`config.mk`:
```
export PLATFORM = sky130hd
export DESIGN_NAME = mem_arbiter
export DESIGN_NICKNAME = d
export VERILOG_FILES = /design/src/rtl/mem_arbiter.sv
export SDC_FILE = /design/constraint.sdc
export NUM_CORES = 1
export LEC_CHECK = 0
export CORE_MARGIN = 2
export CORE_UTILIZATION = 44
export DETAILED_ROUTE_END_ITERATION = 10
export PLACE_DENSITY = 0.89
export SLEW_MARGIN = 30
export SYNTH_ARGS = -nofsm -noshare
export SYNTH_HDL_FRONTEND = slang
export SYNTH_SLANG_ARGS = --single-unit
```
`constraint.sdc`:
```
create_clock -name clk -period 3.4 [get_ports clk]
set_input_delay 0.68 -clock clk [delete_from_list [all_inputs] [get_ports clk]]
set_output_delay 0.68 -clock clk [all_outputs]
set_load 0.02 [all_outputs]
```
`src/rtl/mem_arbiter.sv`:
```
// rtl/mem_arbiter.sv - arbitrates IF and MEM ports onto one shared asynchronous SRAM
module mem_arbiter #(
    parameter int ADDR_W       = 16,
    parameter int DATA_W       = 16,
    parameter int WAIT_CYCLES  = 2,
    parameter int STARVE_LIMIT = 4
) (
    input  logic              clk,
    input  logic              rst,
    input  logic              if_req,
    input  logic [ADDR_W-1:0] if_addr,
    output logic [DATA_W-1:0] if_rdata,
    output logic              if_ack,
    input  logic              dm_req,
    input  logic              dm_we,
    input  logic [ADDR_W-1:0] dm_addr,
    input  logic [DATA_W-1:0] dm_wdata,
    output logic [DATA_W-1:0] dm_rdata,
    output logic              dm_ack,
    output logic [ADDR_W-1:0] sram_addr,
    output logic [DATA_W-1:0] sram_wdata,
    output logic              sram_drive,
    input  logic [DATA_W-1:0] sram_rdata,
    output logic              sram_ce_n,
    output logic              sram_oe_n,
    output logic              sram_we_n,
    output logic              busy,
    output logic              grant_dm
);
    localparam int CW = (WAIT_CYCLES > 1) ? $clog2(WAIT_CYCLES) : 1;
    localparam int SW = $clog2(STARVE_LIMIT + 1);

    typedef enum logic [1:0] {IDLE, ACCESS, RECOVER} state_t;

    state_t        state;
    state_t        nextState;
    logic [CW-1:0] cnt;
    logic [SW-1:0] starveCnt;
    logic          weReg;
    logic          anyReq;
    logic          forceIf;
    logic          pickDm;

    assign anyReq  = if_req | dm_req;
    // Fetch jumps the queue only once data has won STARVE_LIMIT times in a row against it.
    assign forceIf = if_req && dm_req && (starveCnt == SW'(STARVE_LIMIT));
    assign pickDm  = dm_req && !forceIf;

    always_ff @(posedge clk) begin
        assert (WAIT_CYCLES >= 1) else $error("mem_arbiter: WAIT_CYCLES must be >= 1");
    end

    always_ff @(posedge clk) begin
        if (rst) begin
            state <= IDLE;
        end else begin
            state <= nextState;
        end
    end

    always_comb begin
        nextState = state;
        case (state)
            IDLE:    if (anyReq) nextState = ACCESS;
            ACCESS:  if (cnt == '0) nextState = RECOVER;
            RECOVER: nextState = IDLE;
            default: nextState = IDLE;
        endcase
    end

    always_ff @(posedge clk) begin
        if (rst) begin
            cnt        <= '0;
            starveCnt  <= '0;
            weReg      <= 1'b0;
            grant_dm   <= 1'b0;
            sram_addr  <= '0;
            sram_wdata <= '0;
            if_rdata   <= '0;
            dm_rdata   <= '0;
        end else begin
            case (state)
                IDLE: begin
                    if (anyReq) begin
                        grant_dm  <= pickDm;
                        sram_addr <= pickDm ? dm_addr : if_addr;
                        weReg     <= pickDm & dm_we;
                        cnt       <= CW'(WAIT_CYCLES - 1);
                        if (pickDm) begin
                            sram_wdata <= dm_wdata;
                        end
                        if (pickDm && if_req) begin
                            starveCnt <= starveCnt + SW'(1);
                        end else begin
                            starveCnt <= '0;
                        end
                    end
                end
                ACCESS: begin
                    if (cnt == '0) begin
                        if (!weReg) begin
                            if (grant_dm) dm_rdata <= sram_rdata;
                            else          if_rdata <= sram_rdata;
                        end
                    end else begin
                        cnt <= cnt - CW'(1);
                    end
                end
                default: ;
            endcase
        end
    end

    // RECOVER keeps chip enable and write data driven so the SRAM sees its hold time.
    always_comb begin
        sram_ce_n  = 1'b1;
        sram_oe_n  = 1'b1;
        sram_we_n  = 1'b1;
        sram_drive = 1'b0;
        if_ack     = 1'b0;
        dm_ack     = 1'b0;
        busy       = (state != IDLE);
        case (state)
            ACCESS: begin
                sram_ce_n  = 1'b0;
                sram_oe_n  = weReg;
                sram_we_n  = !weReg;
                sram_drive = weReg;
            end
            RECOVER: begin
                sram_ce_n  = 1'b0;
                sram_drive = weReg;
                if_ack     = !grant_dm;
                dm_ack     = grant_dm;
            end
            default: ;
        endcase
    end
endmodule

```
==> metrics.yaml <==
routing:
  drt-initial-drc-count: 87
  vias: 3106
  post_drt_via_cell_ratio: 5.40
  ant_nets: 0
  drt_first_pass_iters: 4
  wl_per_cell_microns: 14.9
  wl_mm: 8.57
  drc_errors: 0
flow_run:
  drv_cap: 0
synth:
  ys_types: 36
  yosysTopAreaCell: "dfxtp_1"
  synthTopCellsByArea: "dfxtp_1, a21oi_1, nand2_1, o21ai_1, a31oi_1"
  ys_seq_area_share_pct: 48.1
  ys_top_cells_by_count: "dfxtp_1, nand2_1, a21oi_1, o21ai_1, nand3_1"
  netlist_instances: 363
  syn_nets: 437
  synth_edf_count: 0
  async_flop_share_pct: 0
  synth_top_area_share_pct: 48.1
  ys_seq_elements: 72
  yosysWarnings: 0
  synth.most_common_cell: "dfxtp_1"
  postSynthAreaPerCell_sq_um: 8.26
  ys.flop_type: "dfxtp_1"
  synth_area_sq_um: 3000
floorplanning:
  chipWidth_microns: 86.5
  start_util_pct: 44.9
  placementRows: 30
  coreArea_sq_um: 6680
  die_area_sq_um: 7490
  design.portCount: 141
  floorplan.die.height_microns: 86.5
sta:
  max_freq_mhz: 403
  rsz0062_at_grt: "false"
  setup_violations: 0
  setup-tns-final_ns: 0
  maxSlewHeadroom_pct: 44.2
  finalCriticalPeriod_ns: 2.48
  slew_violations: 0
  post-route-period-util_pct: 72.9
  skew_ns: 0.0106
  worst_pin_slew_ns: 0.834
  final-hold-violation-count: 0
clock_tree:
  cts_resized: 0
  post_cts_buffers: 0
  path_clk_slew_ns: 0.08
  cts_sinks: 72
  root_buffer: "clkbuf_8"
  cts_made_buffers: 9
  insertion_delay_ns: 0.34
  ctsHoldBuffers: 0
  h-tree-depth: 3
  cts_tree: "built"
  cts_buffer_depth: 2
global_routing:
  grt_overflow: 0
  grtUsageTotal_pct: 22.9
  grt_max_degree: 33
  antenna_found_initial: 0
  grt_pass1_vias: 2985
  grt_first_pass_wirelength_mm: 13.8
setup_path:
  cp.required_ns: 2.72
  crit_path_end_kind: "primary output"
  cp_max_fo: 3
  critPathKind: "reg2out"
  cp.arrival_ns: 1.80
  cp-start-kind: "flop"
outcome:
  outcome: "complete, no violations"
placement:
  place.gp.congestion: 0.771
  io_buffers: 140
  hpwl_mm: 6.02
  dpl_cell_area_sq_um: 4380
worst_hold_path:
  hp-class: "reg2reg"
layout:
  seq_area_sq_um: 1440
  antenna_cells: 0
  fin_area_sq_um: 4630
  drive_gt1_share_pct: 8.69
  final_nets: 564
  nFillCells: 533
  multi_input_area_sq_um: 1380
  area_growth_pct: 54.4
power:
  p_per_area_nw_per_um2: 519
  p_leak_uw: 0.00163
  peakVddDrop_mv: 0.298
  power.total_uw: 2400
## where the power goes
group / total [uW] / switching, uW / internal, uW
Combinational: 605 / 317 / 289
Clock: 823 / 331 / 493
Sequential: 972 / 51.6 / 920
## flip-flops by register name, summed over array words and instances (netlist names)
register    count
dm_rdata       16
if_rdata       16
sram_addr      16
sram_wdata     16
starveCnt       3
state           2
cnt             1
grant_dm        1
weReg           1
## cells in the final DEF, fill, tap and decap left out, types with 2 or more instances in the layout
master,instances
o21ai_0,16
nand2b_1,2
clkbuf_8,9
and3_1,2
inv_6,2
nand2_2,10
buf_4,5
dfxtp_1,72
o21ai_1,35
a21oi_1,58
ha_1,5
nand3_1,17
a31oi_1,16
clkdlybuf4s50_1,139
nand2_1,59
and2_1,4
bufinv_16,3
nor3b_1,2
inv_1,8
nor2_1,3
a21oi_2,10
## metrics by stage
stage / setup slack, ns / utilization [%] / cells / hold WS (ns)
CTS: 0.916 / 69.3 / 575 / 0.457
global placement: 1.02 / 65.6 / 559 / 0.441
floorplan: 1.78 / - / 363 / 0.467
global route: 0.857 / 69.3 / 575 / 0.470
detailed placement: 0.941 / 65.6 / 559 / 0.446
finish: 0.921 / 69.3 / 575 / 0.456
## area by class of cell
type	instances	share of cell area, %
clock buffer	10	2.76
multi-input combinational	253	29.7
inverter	9	0.730
timing repair buffer	145	31.0
tap	80	2.16
clock inverter	6	2.49
sequential	72	31.2
## critical path, stage by stage, from the launching register on
cell             delay [ns]
dfxtp_1                0.37
inv_1                  0.07
ha_1                   0.30
and2_1                 0.12
clkdlybuf4s50_1        0.60
## layer usage
layer | vias to the layer above | global-route usage [%] | share of wire [%]
met3 | 10 | 5.52 | 8.3
met4 | 0 | 7.53 | 0.79
met5 | - | 0 | 0
met2 | 151 | 39.8 | 50
met1 | 1431 | 27.6 | 41
li1 | 1514 | - | -
## kinds of logic (layout without fill, tap and decap cells)
logic type	after synthesis	in the layout	share of synthesized area, %
AOI/OAI and AO/OA	142	142	26.3
and+or+nand+nor	106	106	17.5
DFF	72	72	48.1
buffers and inverters	38	170	6.01
adders and majority gates	5	5	2.09
## final timing paths
check	startpoint	to	slack (ns)	depth (start not counted)
setup reg to reg	state[1]	if_rdata[2]	1.40	5
hold reg to reg	dm_rdata[9]	dm_rdata[9]	0.46	2
hold / removal	dm_rdata[9]	dm_rdata[9]	0.46	2
setup / recovery	state[0]	sram_drive	0.92	4
Power figures use the tool's default switching activity.
